### src/rtl/pipe_scheduler.sv
// pipe_scheduler: consumes the LFSR gap row and manages up to four on-screen
// pipe slots. Each scroll tick retires pipes that have left the screen,
// shifts the rest one column left, scores pipes crossing the bird column and
// periodically spawns a new pipe at the right edge.
module pipe_scheduler #(
    parameter int SCREEN_W      = 32,
    parameter int SPAWN_SPACING = 8,
    parameter int BIRD_COL      = 5
) (
    input  logic        i_Clk,
    input  logic        i_Reset_n,
    input  logic        i_Game_Active,
    input  logic        i_Scroll_Tick,
    input  logic [4:0]  i_Gap_Row,
    output logic [3:0]  o_Pipe_Valid,
    output logic [23:0] o_Pipe_X,
    output logic [19:0] o_Pipe_Gap,
    output logic        o_Score_Pulse,
    output logic [7:0]  o_Score,
    output logic        o_Overflow
);

    localparam int NSLOT = 4;

    localparam logic [0:0] ST_IDLE = 1'b0;
    localparam logic [0:0] ST_RUN  = 1'b1;

    localparam logic [5:0] SPAWN_X    = 6'(SCREEN_W - 1);
    localparam logic [5:0] SPAWN_LAST = 6'(SPAWN_SPACING - 1);
    localparam logic [5:0] BIRD_X     = 6'(BIRD_COL);

    logic [0:0] state_reg, state_next;
    logic [3:0] valid_reg, valid_next;
    logic [5:0] x_reg   [NSLOT];
    logic [5:0] x_next  [NSLOT];
    logic [4:0] gap_reg [NSLOT];
    logic [4:0] gap_next[NSLOT];
    logic [5:0] cnt_reg, cnt_next;
    logic [7:0] score_reg, score_next;
    logic       pulse_reg, pulse_next;
    logic       ovf_reg, ovf_next;

    // Per-slot tick classification: retiring (at column 0), moving, passing.
    logic [3:0] retire_w;
    logic [3:0] move_w;
    logic [3:0] pass_w;
    logic [3:0] kept_w;
    logic [3:0] free_w;
    logic [3:0] sel_w;

    genvar gi;
    generate
        for (gi = 0; gi < NSLOT; gi++) begin : g_slot
            assign retire_w[gi] = valid_reg[gi] && (x_reg[gi] == 6'd0);
            assign move_w[gi]   = valid_reg[gi] && (x_reg[gi] != 6'd0);
            assign pass_w[gi]   = move_w[gi] && (x_reg[gi] == BIRD_X);
            assign o_Pipe_X[6*gi +: 6]   = x_reg[gi];
            assign o_Pipe_Gap[5*gi +: 5] = gap_reg[gi];
        end
    endgenerate

    // Slots freed by retirement are immediately available to this tick's spawn.
    assign kept_w = valid_reg & ~retire_w;
    assign free_w = ~kept_w;
    // Isolate the lowest set bit: lowest-index free slot as one-hot.
    assign sel_w  = free_w & (~free_w + 4'd1);

    logic       spawn_due;
    logic       spawn_ok;
    logic [2:0] pass_cnt;
    logic [4:0] gap_clamped;
    logic [8:0] score_sum;

    assign spawn_due = (cnt_reg == SPAWN_LAST);
    assign spawn_ok  = spawn_due && (free_w != 4'd0);
    assign gap_clamped = (i_Gap_Row < 5'd2)  ? 5'd2  :
                         (i_Gap_Row > 5'd19) ? 5'd19 : i_Gap_Row;
    assign score_sum = {1'b0, score_reg} + {6'd0, pass_cnt};

    // Count simultaneous passes on this tick.
    always_comb begin
        pass_cnt = 3'd0;
        for (int i = 0; i < NSLOT; i++) begin
            pass_cnt = pass_cnt + {2'd0, pass_w[i]};
        end
    end

    // Next-state logic for the game FSM and all slot/score state.
    always_comb begin
        state_next = state_reg;
        valid_next = valid_reg;
        cnt_next   = cnt_reg;
        score_next = score_reg;
        pulse_next = 1'b0;
        ovf_next   = ovf_reg;
        for (int i = 0; i < NSLOT; i++) begin
            x_next[i]   = x_reg[i];
            gap_next[i] = gap_reg[i];
        end

        case (state_reg)
            ST_IDLE: begin
                if (i_Game_Active) begin
                    state_next = ST_RUN;
                    valid_next = 4'd0;
                    score_next = 8'd0;
                    ovf_next   = 1'b0;
                    cnt_next   = SPAWN_LAST;
                    for (int i = 0; i < NSLOT; i++) begin
                        x_next[i]   = 6'd0;
                        gap_next[i] = 5'd0;
                    end
                end
            end
            default: begin
                if (!i_Game_Active) begin
                    state_next = ST_IDLE;
                    valid_next = 4'd0;
                    cnt_next   = 6'd0;
                    for (int i = 0; i < NSLOT; i++) begin
                        x_next[i]   = 6'd0;
                        gap_next[i] = 5'd0;
                    end
                end else if (i_Scroll_Tick) begin
                    // Retired slots keep stale X/gap; only valid drops.
                    valid_next = kept_w | (spawn_ok ? sel_w : 4'd0);
                    for (int i = 0; i < NSLOT; i++) begin
                        if (move_w[i]) begin
                            x_next[i] = x_reg[i] - 6'd1;
                        end
                        if (spawn_ok && sel_w[i]) begin
                            x_next[i]   = SPAWN_X;
                            gap_next[i] = gap_clamped;
                        end
                    end
                    score_next = score_sum[8] ? 8'hFF : score_sum[7:0];
                    pulse_next = (pass_cnt != 3'd0);
                    if (spawn_due) begin
                        cnt_next = 6'd0;
                        if (!spawn_ok) begin
                            ovf_next = 1'b1;
                        end
                    end else begin
                        cnt_next = cnt_reg + 6'd1;
                    end
                end
            end
        endcase
    end

    // State registers with asynchronous active-low reset.
    always_ff @(posedge i_Clk or negedge i_Reset_n) begin
        if (!i_Reset_n) begin
            state_reg <= ST_IDLE;
            valid_reg <= 4'd0;
            cnt_reg   <= 6'd0;
            score_reg <= 8'd0;
            pulse_reg <= 1'b0;
            ovf_reg   <= 1'b0;
            for (int i = 0; i < NSLOT; i++) begin
                x_reg[i]   <= 6'd0;
                gap_reg[i] <= 5'd0;
            end
        end else begin
            state_reg <= state_next;
            valid_reg <= valid_next;
            cnt_reg   <= cnt_next;
            score_reg <= score_next;
            pulse_reg <= pulse_next;
            ovf_reg   <= ovf_next;
            for (int i = 0; i < NSLOT; i++) begin
                x_reg[i]   <= x_next[i];
                gap_reg[i] <= gap_next[i];
            end
        end
    end

    assign o_Pipe_Valid  = valid_reg;
    assign o_Score       = score_reg;
    assign o_Score_Pulse = pulse_reg;
    assign o_Overflow    = ovf_reg;

endmodule

### config.mk
export PLATFORM = sky130hd
export DESIGN_NAME = pipe_scheduler
export DESIGN_NICKNAME = d
export VERILOG_FILES = /design/src/rtl/pipe_scheduler.sv
export SDC_FILE = /design/constraint.sdc
export NUM_CORES = 1
export LEC_CHECK = 0
export CORE_ASPECT_RATIO = 0.6
export CORE_MARGIN = 1.5
export CORE_UTILIZATION = 53
export DETAILED_ROUTE_END_ITERATION = 7
export PLACE_DENSITY = 0.88
export REMOVE_ABC_BUFFERS = 1
export SYNTH_ARGS = -nofsm -noshare
export SYNTH_HDL_FRONTEND = slang
export SYNTH_SLANG_ARGS = --single-unit
### constraint.sdc
create_clock -name i_Clk -period 4.1 [get_ports i_Clk]
set_input_delay 1.025 -clock i_Clk [delete_from_list [all_inputs] [get_ports i_Clk]]
set_output_delay 1.025 -clock i_Clk [all_outputs]
set_load 0.05 [all_outputs]
Word level (Yosys, flattened, before mapping)

Cells that the tools add are included.

Bits in registers: 65
Output and inout port bits: 58
Logic and storage cells: 135
Input port bits: 9

Reductions and logical operators: 39
Muxes and demuxes: 47
Equality and inequality tests: 17
Magnitude comparators: 2
Add/sub/neg operators: 10
Bitwise operators: 6

Operators with widths:

| kind                                                                    | number |
|---|---|
| 24-bit two-way mux                                                      | 4 |
| 20-bit two-way mux                                                      | 4 |
| 6-bit two-way mux                                                       | 13 |
| 8-bit two-way mux                                                       | 5 |
| 6-bit by 3-bit equality test with 1-bit output, second input constant   | 5 |
| 5-bit two-way mux                                                       | 6 |
| 6-bit zero test                                                         | 4 |
| 3-bit AND reduction                                                     | 8 |
| 6-bit nonzero test                                                      | 4 |
| 6-bit by 1-bit subtractor with 6-bit output, second input constant      | 4 |
| 4-bit two-way mux                                                       | 5 |
| 1-bit logical AND                                                       | 17 |
| 4-bit by 2-bit inequality test with 1-bit output, second input constant | 4 |
| 3-bit by 2-bit inequality test with 1-bit output, second input constant | 4 |
| 4-bit inverter                                                          | 3 |
| 1-bit two-way mux                                                       | 10 |
| 8-bit by 3-bit adder with 9-bit output                                  | 1 |
| 4-bit bitwise AND                                                       | 2 |
| 6-bit by 1-bit adder with 6-bit output, second input constant           | 1 |
| 5-bit greater-than comparator, second input constant                    | 1 |
| 5-bit by 2-bit < comparator with 1-bit output, second input constant    | 1 |
| 4-bit by 1-bit adder with 4-bit output, second input constant           | 1 |
| 2-bit inequality test, second input constant                            | 2 |
| 4-bit OR                                                                | 1 |
| other kinds (10)                                                        | 11 |

Depth between registers and ports, before layout

Depth after elaboration: 13
Depth in mapped cells: 16
Depth with buffers taken out: 16

Worst setup path before layout

OpenSTA, ideal clock, no wires.

Path type: flip-flop to flip-flop
Start: register x_reg, in the netlist o_Pipe_X[18]
End: register score_reg[1] (netlist: o_Score[1])
Setup slack: 0.518 ns
Clock period less this slack: 3.582 ns
Path buffers: 0
Cell stages (with the launch flop): 16
Arrival time: 3.498 ns
Cells stage by stage: dfrtp_1 > ha_1 > nand4b_1 > or3_1 > fa_1 > inv_1 > ha_1 > ha_1 > inv_1 > fa_1 > inv_1 > a21oi_1 > nor2_1 > nand3_1 > a21o_1 > o21ai_0

Word-level cells in the longest chain between the ends: 9

Ends and longest elaborated chain:

| what                                       | line | source |
|---|---|---|
| start: declaration                         | 34   | `logic [5:0] x_reg [NSLOT];` |
| start signal: indexed assignment           | 172  | `x_reg[i] <= x_next[i];` |
| 6-bit nonzero test                         | 55   | `assign move_w[gi] = valid_reg[gi] && (x_reg[gi] != 6'd0);` |
| 1-bit logical AND                          | 55   |  |
| 1-bit logical AND (*)                      | 56   | `assign pass_w[gi] = move_w[gi] && (x_reg[gi] == BIRD_X);` |
| 3-bit by 1-bit adder with 3-bit output (*) | 84   | `pass_cnt = pass_cnt + {2'd0, pass_w[i]};` |
| 8-bit by 3-bit adder with 9-bit output (*) | 78   | `assign score_sum = {1'b0, score_reg} + {6'd0, pass_cnt};` |
| 8-bit two-way mux (*)                      | 136  | `score_next = score_sum[8] ? 8'hFF : score_sum[7:0];` |
| 8-bit two-way mux (*)                      | 124  | `end else if (i_Scroll_Tick) begin` |
| 8-bit two-way mux (*)                      | 116  | `if (!i_Game_Active) begin` |
| 8-bit two-way mux (*)                      | 101  | `case (state_reg)` |
| end signal: assignment                     | 168  | `score_reg <= score_next;` |
| end: declaration                           | 39   | `logic [7:0] score_reg, score_next;` |

Mark *: on every way between the ends. The rest lies on a longest branch, timed or not. The select of a mux whose other input is x is not followed.
A chain may end at the register's enable or synchronous reset.

Final worst setup path

Start: register x_reg, in the netlist o_Pipe_X[19]
End: register score_reg[1] (netlist: o_Score[1])

The elaborated chain is that of the path after synthesis.

==> results.md <==
- Synth Flop Type: dfrtp_1
- Worst min path class: flip-flop to flip-flop
- Yosys warnings: 0
- Final Max Tran Viols: 0
- Post-CTS Repair Setup Buffers: 0
- Final Instance Count excl. Fillers: 539
- Total Wirelength: 9466 um
- CP startpoint kind: flip-flop
- FMAX: 0.2663 GHz
- Cell Chain, Critical Path: inv_1 -> ha_1 -> nand4b_1 -> or3_1 -> fa_1 -> inv_1 -> ha_1 -> ha_1 -> inv_1 -> fa_1 -> inv_1 -> a21oi_1 -> nor2_1 -> nand3_1 -> a21o_1 -> o21ai_0
- Async SR Flop Fraction: 100.0%
- Synth cell types: 58
- # fillers: 486
- Initial Utilization: 54.45%
- Nets: 472
- Final antenna-violating net count: 0
- Final instance area: about 0.0047 sq mm
- Tcrit/Tclk final: 91.59%
- Worst Setup End Kind: flip-flop
- Port bufs: 66
- CTS max path bufs: 2
- Residual DRC: 0
- HPWL after DPL: 6595 um
- Worst IR Drop VDD: 288.8 uV
- Routability Congestion: 0.8744
- Total track usage: 28.38%
- Die area: ~0.0074 sq mm
- Seq/Total Area, Yosys: 44.94%
- Number of enable flip-flop cells after synthesis: 0
- Mean post-synth cell area: between 9 and 10 sq um
- PwrDens: 378.0 mW/mm^2
- Critical Path RT: 4.35 ns
- Yosys reg bits: 65
- Num rows: 23
- Setup violators final: 0
- Fin util: 70.94%
- Cell family with most CP delay: adder cells
- WHS: 0.4914 ns
- WL/cell: 17.56 um
- Cts repair resizes: 0
- Vias in the first global route: 3,106
- CTS sink cnt: 65
- Crit-path max cell delay: ~0.51 ns
- Setup WS post-layout: 0.3449 ns
- Largest net degree at the start of global routing: 28
- Layout cells sized above 1: between 10% and 20%
- ANT cells: 0
- Clock latency on the worst-skew pair: 0.34 ns
- Placed cell area: 0.004384 sq mm
- Slowest stage cell, crit path: fa_1
- Initial DRC Count: 325
- First drt pass iteration count: 6
- Worst Path Buf+Inv: 4
- Final Total Pwr: ~1.8 mW
- CP most frequent cell: inv_1
- Outcome: completed
- Die Y-Extent: 67.02 um
- Clock buffer count from CTS: 9
- Setup Skew: about 0.0063 ns
- Total grt overflow: 0
- Dpl cells: about 520
- CTS root buf: clkbuf_16
- Post-Syn Instances: ~370
- TritonCTS clock tree: done
- Slew @ Worst Pin: 0.8419 ns
- MaxCap Viol Count: 0
- Via count: ~3,300
- P_leak: between 2 and 2.5 nW
- Routed vias/inst: 6.058
- Worst EP arrival: about 4 ns
- RSZ-0062 raised after global routing: false
- CP Max Fanout: 5
- Reg clk slew, reported paths: around 0.06 ns
- Mapped Area: 0.003620 sq mm
- Max-Slew Margin vs Limit: 43.37%
- Final min period: 3.755 ns
- CORE AREA: 0.006648 sq mm
- Post-place setup slack: 0.4279 ns
- Chip width: roughly 110 um
- Max reg flops: 24
- Final hold vios: 0
- WS Path Type: flip-flop to flip-flop
- Top Ports: between 60 and 70
- First-pass GRT wire length: 15,500 um
- Setup tns final: 0 ns
- H-tree depth: 3
- Area Overhead vs Synth: 30.28%
- Initial antenna violation count: 0
- Hold_buf cts: 0
## placed cells by master (no fill, tap or decap), types with 9 or more instances in the layout
| cell type | count |
|---|---|
| clkbuf_16 | 9 |
| o21ai_0 | 38 |
| dfrtp_1 | 65 |
| mux2_2 | 10 |
| ha_1 | 14 |
| a22o_1 | 9 |
| nand3_1 | 11 |
| clkdlybuf4s50_1 | 65 |
| nor3_1 | 9 |
| nor2_1 | 18 |
| a21oi_1 | 22 |
| inv_1 | 23 |
| a21o_1 | 11 |
| nand2_1 | 41 |
## report_power, final
| part | internal (mW) | total, mW | leakage [nW] | switching, mW |
|---|---|---|---|---|
| clock | 0.565 | 0.851 | 0.155 | 0.286 |
| sequential | 0.665 | 0.692 | 0.890 | 0.0267 |
| combinational | 0.0836 | 0.240 | 1.06 | 0.156 |
| total | 1.31 | 1.78 | 2.10 | 0.469 |
## synth_stat cells (all sizes together), types with 3 or more instances
cell / number / area [sq um]
a21o: 11 / 82.58
a21oi: 23 / 118.9
a22o: 9 / 78.83
a31oi: 6 / 37.54
and2: 3 / 18.77
clkbuf: 9 / 33.78
dfrtp: 65 / 1627
ha: 14 / 175.2
inv: 23 / 86.33
mux2: 13 / 146.4
nand2: 41 / 153.9
nand2b: 4 / 25.02
nand3: 12 / 65.06
nand4: 6 / 37.54
nor2: 19 / 73.82
nor2b: 3 / 18.77
nor3: 10 / 55.05
nor4: 4 / 46.29
o21a: 4 / 31.28
o21ai: 46 / 234.0
o31a: 3 / 26.28
o31ai: 6 / 60.06
o41ai: 4 / 61.32
or3: 4 / 25.02
xnor2: 3 / 26.28
xor2: 4 / 35.03
## worst paths after layout
check	startpoint	to	slack, ns	cells after the start
worst max-delay path	o_Pipe_X[19]	o_Score[1]	0.34	16
worst min-delay path	o_Pipe_Gap[7]	o_Pipe_Gap[7]	0.49	1
worst max register to register	o_Pipe_X[19]	o_Score[1]	0.34	16
worst min register to register	o_Pipe_Gap[7]	o_Pipe_Gap[7]	0.49	1
max in group asynchronous	i_Reset_n	o_Pipe_Gap[13]	2.79	2
min in group asynchronous	i_Reset_n	o_Pipe_X[4]	0.61	1
## layout make-up
cell class / count / area (sq um) / share of cell area [%]
tap: 87 / 108.9 / 2.308
clock inverter: 4 / 75.07 / 1.592
inverter: 23 / 86.33 / 1.831
sequential: 65 / 1627 / 34.49
timing repair buffer: 72 / 700.7 / 14.86
multi-input combinational: 276 / 1862 / 39.48
clock buffer: 12 / 256.5 / 5.439
## metal layers
| metal | global-route usage (%) | part of all wire (%) | wire [um] | vias to the layer above |
|---|---|---|---|---|
| met5 | 0 | 0 | 0 | - |
| met4 | 10.88 | 1.6 | 155 | 0 |
| met3 | 7.926 | 8.0 | 754 | 19 |
| met2 | 42.16 | 44 | 4206 | 160 |
| met1 | 39.25 | 46 | 4350 | 1572 |
| li1 | - | - | - | 1514 |
## cell families (layout without fill, tap and decap cells)
family                   Yosys count  in the layout  synth area share [%]
AND/OR/NAND/NOR                  117            117                 16.76
adder cells (fa/ha/maj)           16             16                 5.945
AO/OA/AOI/OAI                    121            121                 22.43
multiplexers                      15             15                 4.597
flip-flops                        65             65                 44.94
buffers and inverters             33            111                 3.629
XOR/XNOR                           7              7                 1.694
No activity file was read; power rests on OpenSTA's default activity.
